## src/rtl/priority_scan_encoder_pkg.sv

```systemverilog
// Shared definitions for the priority scan encoder.
//   state_e : two-state controller encoding (ST_IDLE, ST_SCAN).
package priority_scan_encoder_pkg;

    typedef enum logic {
        ST_IDLE = 1'b0,
        ST_SCAN = 1'b1
    } state_e;

endpackage

```

## src/rtl/priority_scan_encoder_prio_enc.sv

```systemverilog
// Combinational priority encoder, generalised replacement for the 8-to-4 encoder.
//   i_vec : input vector (WIDTH bits)
//   o_idx : index of the winning set bit (0 when the vector is empty)
//   o_any : 1 when any bit of i_vec is set
// MSB_FIRST=1 selects the highest set bit, MSB_FIRST=0 the lowest.
module prio_enc
    import priority_scan_encoder_pkg::*;
#(
    parameter int WIDTH     = 8,
    parameter bit MSB_FIRST = 1'b1,
    localparam int IDX_W    = $clog2(WIDTH)
) (
    input  logic [WIDTH-1:0] i_vec,
    output logic [IDX_W-1:0] o_idx,
    output logic             o_any
);

    // The last matching bit in loop order wins, so loop direction sets priority.
    always_comb begin
        o_idx = '0;
        o_any = |i_vec;
        if (MSB_FIRST) begin
            for (int i = 0; i < WIDTH; i++) begin
                if (i_vec[i]) o_idx = IDX_W'(i);
            end
        end else begin
            for (int i = WIDTH - 1; i >= 0; i--) begin
                if (i_vec[i]) o_idx = IDX_W'(i);
            end
        end
    end

endmodule

```

## src/rtl/priority_scan_encoder.sv

```systemverilog
// Sequential priority scan encoder: captures a request vector and emits the
// index of each set bit, one beat per accepted handshake, in priority order.
//   i_clk, i_rst_n      : clock, async active-low reset
//   i_flush             : synchronous abort, overrides every other event
//   i_valid/o_ready/i_vec : input vector handshake
//   o_valid/i_ready     : output beat handshake
//   o_idx, o_idx_valid  : current index and whether it refers to a set bit
//   o_last              : final beat of the current vector
//   o_count             : popcount of the captured vector
//
// state   | meaning
// --------+----------------------------------------------------------
// ST_IDLE | ready for a new vector, no beat presented
// ST_SCAN | presenting beats from the pending mask until o_last is taken
module priority_scan_encoder
    import priority_scan_encoder_pkg::*;
#(
    parameter int WIDTH     = 8,
    parameter int IDX_W     = $clog2(WIDTH),
    parameter bit MSB_FIRST = 1'b1
) (
    input  logic             i_clk,
    input  logic             i_rst_n,
    input  logic             i_flush,
    input  logic             i_valid,
    output logic             o_ready,
    input  logic [WIDTH-1:0] i_vec,
    output logic             o_valid,
    input  logic             i_ready,
    output logic [IDX_W-1:0] o_idx,
    output logic             o_idx_valid,
    output logic             o_last,
    output logic [IDX_W:0]   o_count
);

    function automatic logic [IDX_W:0] popcount(input logic [WIDTH-1:0] v);
        logic [IDX_W:0] c;
        c = '0;
        for (int i = 0; i < WIDTH; i++) begin
            c = c + (IDX_W + 1)'(v[i]);
        end
        return c;
    endfunction

    state_e             state_q, state_d;
    logic [WIDTH-1:0]   pend_q, pend_d;
    logic [IDX_W:0]     count_q, count_d;

    logic [IDX_W-1:0]   enc_idx;
    logic               enc_any;
    logic [IDX_W:0]     pend_cnt;
    logic [WIDTH-1:0]   clr_mask;

    prio_enc #(
        .WIDTH     (WIDTH),
        .MSB_FIRST (MSB_FIRST)
    ) u_prio_enc (
        .i_vec (pend_q),
        .o_idx (enc_idx),
        .o_any (enc_any)
    );

    assign pend_cnt = popcount(pend_q);
    assign clr_mask = WIDTH'(1) << enc_idx;

    always_comb begin
        state_d     = state_q;
        pend_d      = pend_q;
        count_d     = count_q;
        o_ready     = (state_q == ST_IDLE);
        o_valid     = (state_q == ST_SCAN);
        o_idx       = enc_idx;
        // Gated by state so both flags read 0 while idle (pending mask is empty there).
        o_idx_valid = o_valid & enc_any;
        o_last      = o_valid & (pend_cnt <= (IDX_W + 1)'(1));

        if (i_flush) begin
            state_d = ST_IDLE;
            pend_d  = '0;
        end else begin
            case (state_q)
                ST_IDLE: begin
                    if (i_valid) begin
                        pend_d  = i_vec;
                        count_d = popcount(i_vec);
                        state_d = ST_SCAN;
                    end
                end
                ST_SCAN: begin
                    if (i_ready) begin
                        // Clearing bit 0 of an empty mask is harmless, so the empty beat needs no special case.
                        pend_d = pend_q & ~clr_mask;
                        if (o_last) state_d = ST_IDLE;
                    end
                end
                default: state_d = ST_IDLE;
            endcase
        end
    end

    always_ff @(posedge i_clk or negedge i_rst_n) begin
        if (!i_rst_n) begin
            state_q <= ST_IDLE;
            pend_q  <= '0;
            count_q <= '0;
        end else begin
            state_q <= state_d;
            pend_q  <= pend_d;
            count_q <= count_d;
        end
    end

    assign o_count = count_q;

endmodule

```

## config.mk

```make
export PLATFORM = sky130hd
export DESIGN_NAME = priority_scan_encoder
export DESIGN_NICKNAME = d
export VERILOG_FILES = /design/src/rtl/priority_scan_encoder_pkg.sv /design/src/rtl/priority_scan_encoder_prio_enc.sv /design/src/rtl/priority_scan_encoder.sv
export SDC_FILE = /design/constraint.sdc
export NUM_CORES = 1
export LEC_CHECK = 0
export CAP_MARGIN = 40
export CORE_AREA = 2 2 55 44
export CTS_CLUSTER_SIZE = 25
export DETAILED_ROUTE_END_ITERATION = 10
export DIE_AREA = 0 0 57 46
export HOLD_SLACK_MARGIN = 0.05
export PLACE_DENSITY_LB_ADDON = 0.08
export SKIP_LAST_GASP = 1
export SLEW_MARGIN = 10
export SYNTH_ARGS = -nofsm -noshare
export SYNTH_HDL_FRONTEND = slang
export SYNTH_SLANG_ARGS = --single-unit
```

## constraint.sdc

```tcl
create_clock -name i_clk -period 8.6 [get_ports i_clk]
set_clock_uncertainty 0.1 [all_clocks]
set_input_delay 1.72 -clock i_clk [delete_from_list [all_inputs] [get_ports i_clk]]
set_output_delay 1.72 -clock i_clk [all_outputs]
set_load 0.005 [all_outputs]
```

; After elaboration in Yosys (flattened, before gate mapping)
; Index checks and enable logic that the tools add are counted.
[op_classes]
mux = 16
eq_ne = 2
n_bitwise = 6
shift = 1
magnitude_cmp = 1
add_sub_neg = 14
reduce_logical = 3
[ops]
columns = op, count
row1 = $add 4x1->4, 8
row2 = $mux 8, 3
row3 = $pmux 8 s2, 1
row4 = $mux 3, 4
row5 = $add 3x1->4, 2
row6 = $and 8x8->8, 1
row7 = $not 8->8, 1
row8 = $reduce_or 8->1, 1
row9 = $shl 1x3->8 const A, 1
row10 = $add 2x1->3, 2
row11 = $ne 3x3->1 const B, 2
row12 = $mux 1, 5
row13 = $add 1x1->2, 2
row14 = $le 4x1->1 const B, 1
row15 = $mux 2, 2
row16 = $reduce_and 3->1, 1
row17 = $and 1x1->1, 2
row18 = $not 1->1, 2
row19 = $pmux 1 s2, 1
row20 = $reduce_and 2->1, 1
[totals]
in_bits = 13
register_bits = 13
output_inout_bits = 11

; Depth between registers and ports, before layout
[depth]
depth_word = 13
ltp_mapped = 10

; Cells and area by module
; A second synthesis with hierarchy kept.
[hier_totals]
cells_unflattened = 118
hier_area_um2 = 1111.1
[by_module_without_submodules]
columns = mod, area_each_um2, cells_each, instances, seq_area_each_um2
row1 = priority_scan_encoder, 1044.8, 106, 1, 325.3
row2 = prio_enc, 66.3, 12, 1, 0.0

; Worst setup path before layout
; No wires, ideal clock.
[synth_path]
kind = reg-to-output
startpoint = register pend_q[0]
endpoint = output port o_last
path_stages_with_launch = 11
t_arrival_ns = 3.040
path_buffers = 0
setup_slack_ns = 3.740
path_cell_list = dfrtp_1 fa_1 inv_1 fa_1 fa_1 inv_1 ha_1 fa_1 or2_2 a21oi_1 and2_1
[synth_between]
elab_chain_len = 9
[synth_rtl]
columns = item, line_no
row1 = start: declaration, priority_scan_encoder.sv:46  ; logic [WIDTH-1:0] pend_q, pend_d;
row2 = start signal: assignment, priority_scan_encoder.sv:108  ; pend_q <= pend_d;
row3 = $add 1x1->2, priority_scan_encoder.sv:40  ; c = c + (IDX_W + 1)'(v[i]);
row4 = $add 2x1->3, priority_scan_encoder.sv:40
row5 = $add 3x1->4, priority_scan_encoder.sv:40
row6 = $add 4x1->4 (4 in a row), priority_scan_encoder.sv:40
row7 = $le 4x1->1, priority_scan_encoder.sv:75  ; o_last = o_valid & (pend_cnt <= (IDX_W + 1)'(1));
row8 = $and 1x1->1, priority_scan_encoder.sv:75
row9 = end: declaration, priority_scan_encoder.sv:32  ; output logic o_last,
; Every way passes these cells.

; Final worst setup path
[layout_path]
startpoint = register pend_q[3]
endpoint = output port o_last
[layout_between]
elab_chain_len = 7
[layout_rtl]
columns = item, line_no
row1 = $add 3x1->4, priority_scan_encoder.sv:40
row2 = $add 4x1->4 (4 in a row), priority_scan_encoder.sv:40
row3 = $le 4x1->1, priority_scan_encoder.sv:75
row4 = $and 1x1->1, priority_scan_encoder.sv:75
; Every way passes these cells.

==> metrics.cfg <==
[status]
status = finished, final reports clean

[detailed_routing]
num_vias = 873
drtIter0Drc = 21
drt_pass1_iterations = 4
vias_per_cell = 5.42
route.detailed.drc = 0
wl_per_cell_um = 14.0
wl_um = 2250
ant_nets = 0

[critical_path]
crit_path_max_incr_delay_ns = 0.51
end_kind = output pin
critical_path.cell_chain = fa_1, inv_1, fa_1, fa_1, inv_1, ha_1, fa_1, or2_2, a21oi_1, and2_1, clkdlybuf4s50_1
reg2reg_depth = 10
worst_path_most_repeated_cell = fa_1
cpMaxStageDelayCell = fa_1
start_kind = flip-flop
crit_required_ns = 6.78
worstPathArrival_ns = 3.96
criticalPathCategory = reg2out
crit_fanout = 6

[sta]
period_minus_slack_ns = 5.78
finalSetupTns_ns = 0
tightest_slew_ns = 0.626
finalCritPeriodShare = 0.672
slew_headroom = 0.581
drv_slew = 0
rsz0062_at_grt = no
fmax_ghz = 0.173
hold_violations = 0
hold_ws_ns = 0.414
setup_viol = 0

[floorplan]
dieArea_sq_um = 2620
rows = 15
die_h_um = 46
ios = 24
design.core.area_sq_um = 2140
start_util = 0.488
fp.dieW_um = 57

[yosys]
syn-cell-area_sq_um = 1040
avgSynthCellArea_sq_um = 9.40
yosysTopAreaCellShare = 0.312
synth_edf_count = 0
async_flop_share = 1.00
post-synth-top-area-cell = dfrtp_1
ys_dominant_reg_cell = dfrtp_1
ys_types = 35
postSynthCellCount = 111
yosys_warnings = 0
synth_seq_cells = 13
synth_nets = 139
yosysSeqAreaShare = 0.312
yosys-top-cells-area = dfrtp_1 (31%), fa_1 (15%), ha_1 (8.4%), inv_1 (6.8%), a21o_1 (3.6%)

[finish]
drive_above_1_share = 0.0735
register_area_sq_um = 325
multi_input_area_sq_um = 634
areaGrowthSynthToFinish_pct = 26.7
fin_nets = 165
fill_cells = 204
diodes = 0
final_util = 0.618

[grt]
grt_max_degree = 16
antenna_found_initial = 0
grt_pass1_wl_um = 3680
globalRouteTotalUtil = 0.192
grt_overflow = 0
first_global_vias = 788

[run]
max_cap_violations = 0

[pwr]
pwr-share-seq = 0.370
fin_total_pwr_w = 0.000219
peakVddDrop_mv = 0.0980
power.internal_w = 0.000145
p_sw_w = 0.0000746
swShare = 0.340
p_per_area_nw_per_um2 = 166
pwr-share-comb = 0.447
power_leakage_nw = 0.638
p_clk_frac = 0.183

[placed_design]
hpwl_um = 1830
gp_congestion = 0.772
portBuffers = 23

[clock_network]
numCtsBuffers = 3
clockRootBuffer = clkbuf_4
htree_levels = 1
cts_tree = built
clk_pin_slew_ns = 0.09
cts_resized = 0
cts_sinks = 13
postCtsHoldBufs = 0
postCtsSetupBuffers = 0
cts.path.max_buffers = 2
clk_latency_ns = 0.29

[min_path]
min_path_type = reg2reg
hold_depth = 1

[synthesized netlist by cell type, types with 2 or more instances]
cell type,number
nand2_1,10
dfrtp_1,13
nor2_1,4
o21ai_1,2
a21oi_1,7
nand3b_1,3
fa_1,8
ha_1,7
nor2b_1,2
a21o_1,5
mux2_2,2
a211oi_1,2
o21ai_0,4
inv_1,19
nand3_1,3
[worst paths after layout]
path,slack (ns),from,to
worst max-delay path,2.82,pend_q[3]$_DFFE_PN0P_,o_last
worst min register to register,0.41,o_count[0]$_DFFE_PN0P_,o_count[0]$_DFFE_PN0P_
worst max register to register,5.23,pend_q[3]$_DFFE_PN0P_,o_valid$_DFF_PN0_
worst min-delay path,0.41,o_count[0]$_DFFE_PN0P_,o_count[0]$_DFFE_PN0P_
max in group asynchronous,6.28,i_rst_n,pend_q[1]$_DFFE_PN0P_
min in group asynchronous,1.72,i_rst_n,pend_q[3]$_DFFE_PN0P_
[worst max-delay path: cells and delay by family (launching register included)]
family / cells / cell delay, ns
flops: 1 / 0.45
fa+ha+maj: 5 / 2.04
simple gates: 2 / 0.44
buf+inv: 3 / 0.60
compound gates: 1 / 0.15
[layout by cell type (no fill, tap or decap), types with 2 or more instances in the layout]
cell              n
mux2_2            2
nand3b_1          3
o21ai_1           2
nor2_1            4
a21o_1            5
a211oi_1          2
fa_1              8
clkdlybuf4s50_1  23
nand2_1          10
a21oi_1           7
inv_1            19
dfrtp_1          13
ha_1              7
nand3_1           3
o21ai_0           4
clkbuf_4          3
nor2b_1           2
[state kept, by name, summed over array words and instances (netlist names)]
name and count:
o_count 4, o_valid 1, pend_q 8
[layout make-up]
type	instances	share of cell area
Clock buffer	4	0.0199
Inverter	20	0.0568
Multi-Input combinational cell	76	0.480
Sequential cell	13	0.246
Tap cell	25	0.0237
Timing Repair Buffer	23	0.174
[power groups by stage]
stage	Combinational, W	Clock, W	Sequential, W
after floorplan	0.0000535	0	0.0000812
after global placement	0.0000964	0	0.0000821
after detailed placement	0.0000989	0	0.0000826
after CTS	0.000100	0.0000418	0.0000814
after global routing	0.000111	0.0000442	0.0000828
final	0.0000980	0.0000401	0.0000812
[per-stage QoR]
step / cells / area (sq um) / setup slack, ns
final: 161 / 1320 / 2.82
after global placement: 157 / 1300 / 3.20
after CTS: 161 / 1320 / 2.77
after floorplan: 111 / 1040 / 3.74
after global routing: 161 / 1320 / 2.66
after detailed placement: 157 / 1300 / 3.10
[logic make-up after synthesis]
logic type,share of synthesized area
compound gates,0.187
xor+xnor,0.00839
fa+ha+maj,0.237
buf+inv,0.0803
flops,0.312
mux,0.0216
simple gates,0.153
[metal layers]
metal  part of all wire  track usage
met4             0.0067       0.0558
met2               0.44        0.271
met1               0.50        0.284
met3              0.051       0.0540
met5                  0            0
No activity file was read; power rests on OpenSTA's default activity.
